File: src/rtl/uart_rx_pkg.sv
// Shared constants for the oversampling UART receiver: FSM state codes,
// parity selects, legal prescale values and the majority-vote helper.
package uart_rx_pkg;

  localparam logic [2:0] ST_IDLE   = 3'd0;
  localparam logic [2:0] ST_START  = 3'd1;
  localparam logic [2:0] ST_DATA   = 3'd2;
  localparam logic [2:0] ST_PARITY = 3'd3;
  localparam logic [2:0] ST_STOP   = 3'd4;

  localparam logic PAR_EVEN = 1'b0;
  localparam logic PAR_ODD  = 1'b1;

  localparam int PRESCALE_8  = 8;
  localparam int PRESCALE_16 = 16;
  localparam int PRESCALE_32 = 32;

  function automatic logic maj3(input logic a, input logic b, input logic c);
    return (a & b) | (a & c) | (b & c);
  endfunction

endpackage

File: src/rtl/uart_rx_sampler.sv
// Per-bit edge counter with three captures around the bit centre; bit_val is
// their majority and bit_end marks the last oversampling cycle of the bit.
module uart_rx_sampler
  import uart_rx_pkg::*;
#(
  parameter int PRESCALE_WIDTH = 6
) (
  input  logic                      CLK,
  input  logic                      RST,
  input  logic                      rx_in,
  input  logic [PRESCALE_WIDTH-1:0] p,
  input  logic                      en,
  output logic                      bit_val,
  output logic                      bit_end
);

  logic [PRESCALE_WIDTH-1:0] ec;
  logic [PRESCALE_WIDTH-1:0] h;
  logic [2:0]                smp;

  assign h       = p >> 1;
  assign bit_end = en && (ec == p - PRESCALE_WIDTH'(1));
  assign bit_val = maj3(smp[0], smp[1], smp[2]);

  // Counter sits at 0 while disabled so the start-detect cycle is ec=0.
  always_ff @(posedge CLK or negedge RST) begin
    if (!RST) begin
      ec  <= '0;
      smp <= '0;
    end else if (!en) begin
      ec <= '0;
    end else begin
      ec <= bit_end ? '0 : ec + PRESCALE_WIDTH'(1);
      if (ec == h - PRESCALE_WIDTH'(1)) smp[0] <= rx_in;
      if (ec == h)                      smp[1] <= rx_in;
      if (ec == h + PRESCALE_WIDTH'(1)) smp[2] <= rx_in;
    end
  end

endmodule

File: src/rtl/uart_rx.sv
// UART receiver: start detect, LSB-first deserialize, optional parity and stop
// check; one-cycle DATA_VALID / PAR_ERR / STP_ERR strobes, all outputs registered.
module uart_rx
  import uart_rx_pkg::*;
#(
  parameter int DATA_WIDTH     = 8,
  parameter int PRESCALE_WIDTH = 6
) (
  input  logic                      CLK,
  input  logic                      RST,
  input  logic                      RX_IN,
  input  logic                      PAR_EN,
  input  logic                      PAR_TYP,
  input  logic [PRESCALE_WIDTH-1:0] PRESCALE,
  output logic [DATA_WIDTH-1:0]     P_DATA,
  output logic                      DATA_VALID,
  output logic                      PAR_ERR,
  output logic                      STP_ERR
);

  localparam int BCW = (DATA_WIDTH > 1) ? $clog2(DATA_WIDTH) : 1;

  logic [2:0]                state;
  logic [PRESCALE_WIDTH-1:0] p_lat;
  logic [PRESCALE_WIDTH-1:0] p_cur;
  logic                      par_en_l;
  logic                      par_typ_l;
  logic                      par_flag;
  logic [BCW-1:0]            bc;
  logic [DATA_WIDTH-1:0]     shreg;
  logic                      start_det;
  logic                      smp_en;
  logic                      bit_val;
  logic                      bit_end;

  assign start_det = (state == ST_IDLE) && !RX_IN;
  assign smp_en    = (state != ST_IDLE) || start_det;
  // Latched prescale is not yet valid on the detect cycle itself.
  assign p_cur     = (state == ST_IDLE) ? PRESCALE : p_lat;

  uart_rx_sampler #(
    .PRESCALE_WIDTH (PRESCALE_WIDTH)
  ) u_sampler (
    .CLK     (CLK),
    .RST     (RST),
    .rx_in   (RX_IN),
    .p       (p_cur),
    .en      (smp_en),
    .bit_val (bit_val),
    .bit_end (bit_end)
  );

  always_ff @(posedge CLK or negedge RST) begin
    if (!RST) begin
      state      <= ST_IDLE;
      p_lat      <= '0;
      par_en_l   <= 1'b0;
      par_typ_l  <= 1'b0;
      par_flag   <= 1'b0;
      bc         <= '0;
      shreg      <= '0;
      P_DATA     <= '0;
      DATA_VALID <= 1'b0;
      PAR_ERR    <= 1'b0;
      STP_ERR    <= 1'b0;
    end else begin
      DATA_VALID <= 1'b0;
      PAR_ERR    <= 1'b0;
      STP_ERR    <= 1'b0;
      case (state)
        ST_IDLE: begin
          if (start_det) begin
            state     <= ST_START;
            p_lat     <= PRESCALE;
            par_en_l  <= PAR_EN;
            par_typ_l <= PAR_TYP;
            par_flag  <= 1'b0;
            bc        <= '0;
          end
        end
        ST_START: begin
          if (bit_end) begin
            state <= bit_val ? ST_IDLE : ST_DATA;
            bc    <= '0;
          end
        end
        ST_DATA: begin
          if (bit_end) begin
            shreg <= {bit_val, shreg[DATA_WIDTH-1:1]};
            bc    <= bc + BCW'(1);
            if (bc == BCW'(DATA_WIDTH - 1))
              state <= par_en_l ? ST_PARITY : ST_STOP;
          end
        end
        ST_PARITY: begin
          if (bit_end) begin
            if (bit_val != ((^shreg) ^ (par_typ_l == PAR_ODD)))
              par_flag <= 1'b1;
            state <= ST_STOP;
          end
        end
        ST_STOP: begin
          if (bit_end) begin
            state   <= ST_IDLE;
            STP_ERR <= !bit_val;
            PAR_ERR <= par_flag;
            if (bit_val && !par_flag) begin
              DATA_VALID <= 1'b1;
              P_DATA     <= shreg;
            end
          end
        end
        default: state <= ST_IDLE;
      endcase
    end
  end

endmodule

File: config.mk
export PLATFORM = sky130hd
export DESIGN_NAME = uart_rx
export DESIGN_NICKNAME = d
export VERILOG_FILES = /design/src/rtl/uart_rx_pkg.sv /design/src/rtl/uart_rx_sampler.sv /design/src/rtl/uart_rx.sv
export SDC_FILE = /design/constraint.sdc
export NUM_CORES = 1
export LEC_CHECK = 0
export BUFFER_PORTS_ARGS = -buffer_cell sky130_fd_sc_hd__buf_2
export CORE_MARGIN = 2
export CORE_UTILIZATION = 54
export CTS_BUF_LIST = sky130_fd_sc_hd__clkbuf_8 sky130_fd_sc_hd__clkbuf_16
export CTS_CLUSTER_SIZE = 20
export DETAILED_ROUTE_END_ITERATION = 10
export PLACE_DENSITY = 0.86
export SLEW_MARGIN = 10
export SYNTH_ARGS = -nofsm -noshare
export SYNTH_HDL_FRONTEND = slang
export SYNTH_SLANG_ARGS = --single-unit
File: constraint.sdc
create_clock -name CLK -period 3.2 [get_ports CLK]
set_input_delay 0.48 -clock CLK [delete_from_list [all_inputs] [get_ports CLK]]
set_output_delay 0.48 -clock CLK [all_outputs]
set_load 0.02 [all_outputs]
==> results list <==
* Run status: finished, final reports clean
* Number of buffers inserted during clock tree synthesis: 5
- Proportion of synthesized chip area in sequential cells: 0.380
* Fraction of final layout cells with drive strength greater than 1: 0.344
* Highest Clock Rate: ~0.32 GHz
* Number of different library cells in the post-synthesis netlist: 57
- Antenna Nets Post-Route: 0
- The synthesized design contains 43 register bits.
* Area used by sequential logic in the layout: approximately 0.0011 mm²
- No sink is reached through more buffers than the 2 on the longest clock path.
- Initial antenna violation count: 0
- In this run the static leakage power is about 1.5 nW.
- Across the run, the number of max-cap violations was 0.
- Clock transition at path regs: around 0.080 ns
* Number of DRC markers after the initial detailed-route iteration: around 110
- DIE HEIGHT: 76.4 µm
- The initial utilization of the core area, before any placement, comes to 0.558.
- Die Footprint: approximately 0.006 mm²
- Setup violations remaining at the end of the flow were counted as 0.
- Logic depth of the worst register-to-register path: 12
* Post-layout total power: 3.26 mW
- The die is ~76 µm wide.
- Average detailed-routed wire length per instance: about 17 µm
* I/O pin count: 22
- Most used standard cell by instance count after synthesis: sky130_fd_sc_hd__dfrtp_1
- TritonCTS built the clock tree.
- GRT overflow: 0
- Period minus WS final: around 3.1 ns
- Relative slew slack: 0.384
- Count of flip-flops with a built-in enable after synthesis: 0
- The congestion estimate from routability-driven global placement came to ~0.84.
- Total via count in the routed design: ~2200
- The first global-routing pass estimated 10.7 mm of wire.
- CP Max Fanout: 6
* Placed cell areas: ~0.0031 mm²
* Latest clock arrival within the worst-skew pair: between 0.3 and 0.4 ns
- For the final database, setup skew stands at between 0.005 and 0.006 ns.
- Detail Placement HPWL: ~4.5 mm
- Layout overhead on the synthesized area: 16.9%
* Tcrit/Tclk final: 0.978
* Measured slew at the worst slew-check pin: 0.924 ns
- Summed area of non-filler cells in the final layout: ~0.0033 mm²
* Root buffer selected by CTS: sky130_fd_sc_hd__clkbuf_8
* Portion of synthesized cell area occupied by the leading cell type: 0.380
- The core region is around 0.0051 mm².
* Antenna Diode Count: 0
- After detailed routing, the number of remaining DRC violations is 0.
- In the synthesized netlist the async set-or-reset flop fraction comes to 1.00.
- For this design the ratio of total power to cell area is between 900 and 1000 mW/mm².
- Net count reported at finish: ~320
- Post-cts hold buffer count: 0
* Top area cells in the synthesized netlist: sky130_fd_sc_hd__dfrtp_1, sky130_fd_sc_hd__mux2_2, sky130_fd_sc_hd__xnor2_1
* GR Util All Layers: 0.229
* Final hold violations: 0
- Mean instance size in the synthesized netlist: about 11 µm²
* Cell taking the most area after synthesis: sky130_fd_sc_hd__dfrtp_1
- Detailed-routing iteration count for the pre-antenna-repair pass: 4
- Using the TritonRoute via totals, the vias-per-cell ratio works out to about 6.0.
- Register-to-register path setup slack: 0.07 ns
- Worst hold path class: in2async
- Worst Setup Path Type: reg2reg
* Maximum resistive drop on vdd: about 380 µV
- Total clock sinks: 43
- Synth Net Count: between 200 and 300
- Row generation in the floorplan step produced 26 rows.
- Detailed Route WL: roughly 6.4 mm
- CP Capture Type: register
* Vias in the first global route: between 2000 and 2500
- The Yosys step of the flow raised 0 warnings.
* Netlist Area Pre-Place: ~0.0028 mm²
* Ys flop type: sky130_fd_sc_hd__dfrtp_1
- Final slew viol count: 0
* Startpoint kind of the worst setup timing path: register
- STA puts the critical path data required time at ~3.4 ns.
* Count of filler cells inserted in the layout: ~400
- The worst register-to-register path begins at state[2].
- Capture point of the worst reg-to-reg path: P_DATA[5]
- Maximum number of pins on one net before global-route repair: 44
* Arrival time reported for the critical path endpoint: 3.33 ns
* H-tree depth: 2
* Area of the multi-input gates: around 0.0017 mm²
* Gate Count Post-Synth: around 270
- Cell types with the highest counts after synthesis: sky130_fd_sc_hd__dfrtp_1, sky130_fd_sc_hd__mux2_2, sky130_fd_sc_hd__xnor2_1, sky130_fd_sc_hd__nor3_1, sky130_fd_sc_hd__nor2_1
* Input/output buffers: 21
==> cells by family (layout without fill, tap and decap cells) <==
| family | after synthesis | in the layout | synth area share |
|---|---|---|---|
| AO/OA/AOI/OAI | 43 | 43 | 0.125 |
| multiplexers | 36 | 36 | 0.146 |
| flip-flops | 43 | 43 | 0.380 |
| AND/OR/NAND/NOR | 83 | 83 | 0.186 |
| buffers and inverters | 25 | 65 | 0.0464 |
| adder cells (fa/ha/maj) | 7 | 7 | 0.0300 |
| XOR/XNOR | 28 | 28 | 0.0866 |
==> sequential cells by signal, summed over array words and instances (netlist names) <==
name and count:
p_lat 6, P_DATA 8, DATA_VALID 1, PAR_ERR 1, par_flag 1, state 3, par_typ_l 1, bc 3
shreg 8, STP_ERR 1, par_en_l 1, u_sampler.smp 3, u_sampler.ec 6
==> where the power goes <==
| group | switching [mW] | leakage (nW) | internal, mW |
|---|---|---|---|
| Clock | 0.200 | 0.0402 | 0.152 |
| Sequential | 0.198 | 0.562 | 0.685 |
| Combinational | 1.06 | 0.865 | 0.966 |
| Total | 1.46 | 1.47 | 1.80 |
==> worst max-delay path, stage by stage, from the launching register on <==
cell	delay (ns)
sky130_fd_sc_hd__dfrtp_1	0.42
sky130_fd_sc_hd__nor3_4	0.30
sky130_fd_sc_hd__buf_4	0.18
sky130_fd_sc_hd__mux2i_4	0.25
sky130_fd_sc_hd__ha_4	0.17
sky130_fd_sc_hd__or3b_4	0.40
sky130_fd_sc_hd__nor3_4	0.15
sky130_fd_sc_hd__o211a_1	0.20
sky130_fd_sc_hd__o22ai_2	0.12
sky130_fd_sc_hd__buf_4	0.18
sky130_fd_sc_hd__nor3_4	0.16
sky130_fd_sc_hd__buf_6	0.16
sky130_fd_sc_hd__mux2_2	0.33
==> what timing repair did <==
action	in CTS	in global routing
gates cloned	0	1
setup buffers	0	7
resized for setup	1	11
pin swaps	0	7
setup endpoints to repair	4	23
==> area by class of cell <==
type / count / share of cell area
Timing Repair Buffer: 47 / 0.0941
Clock inverter: 3 / 0.00605
Inverter: 10 / 0.0113
Multi-Input combinational cell: 197 / 0.516
Sequential cell: 43 / 0.325
Clock buffer: 5 / 0.0208
Tap cell: 70 / 0.0265
==> metal layers <==
metal | GRT usage | part of all wire | wire (µm) | vias to the layer above
li1 | - | - | - | 1061
met1 | 0.315 | 0.45 | 2910 | 1105
met2 | 0.365 | 0.48 | 3100 | 69
met3 | 0.0438 | 0.054 | 351 | 5
met4 | 0.0764 | 0.013 | 84 | 0
met5 | 0 | 0 | 0 | -
==> worst max path at each step <==
stage	start	endpoint	slack, ns	cells past startpoint
floorplan	state[1]	shreg[0]	0.006	12
global placement	state[1]	shreg[4]	0.1	10
detailed placement	state[1]	shreg[6]	0.004	9
CTS	state[1]	P_DATA[5]	0.009	11
global route	state[2]	P_DATA[5]	-0.03	12
finish	state[2]	P_DATA[5]	0.07	12
==> per-stage QoR <==
| stage | TNS (ns) | hold slack (ns) | std cells | setup WS (ns) | util |
|---|---|---|---|---|---|
| 2_1_floorplan | 0 | 0.184 | 265 | 0.00566 | - |
| 3_3_place_gp | 0 | 0.485 | 359 | 0.0999 | 0.611 |
| 3_5_place_dp | 0 | 0.494 | 359 | 0.00415 | 0.611 |
| 4_1_cts | 0 | 0.346 | 367 | 0.00939 | 0.629 |
| 5_1_grt | -0.139 | 0.387 | 375 | -0.0260 | 0.652 |
| 6_report | 0 | 0.289 | 375 | 0.0713 | 0.652 |
==> cell usage in the layout (no fill, tap or decap), types with 4 or more instances in the layout <==
cell                       synthesis  routed
sky130_fd_sc_hd__o21ai_0           5       5
sky130_fd_sc_hd__nor3_4            3       5
sky130_fd_sc_hd__dfrtp_1          43      43
sky130_fd_sc_hd__nor3_1           14      12
sky130_fd_sc_hd__mux2_2           22      22
sky130_fd_sc_hd__xnor2_1          21      21
sky130_fd_sc_hd__buf_2             3      21
sky130_fd_sc_hd__mux2_4            5       5
sky130_fd_sc_hd__ha_1              6       5
sky130_fd_sc_hd__o311ai_0          4       4
sky130_fd_sc_hd__clkbuf_8          0       5
sky130_fd_sc_hd__xor2_1            7       7
sky130_fd_sc_hd__nor3b_1           6       5
sky130_fd_sc_hd__a211oi_1          4       4
sky130_fd_sc_hd__inv_1            10      10
sky130_fd_sc_hd__buf_4             3      23
sky130_fd_sc_hd__nand2_1           7       7
sky130_fd_sc_hd__nor2_1           13      13
sky130_fd_sc_hd__mux2i_1           9       6
sky130_fd_sc_hd__or3_1             5       4
sky130_fd_sc_hd__o31a_1            4       4
sky130_fd_sc_hd__nand3_1           5       5
No activity file was read; power rests on OpenSTA's default activity.
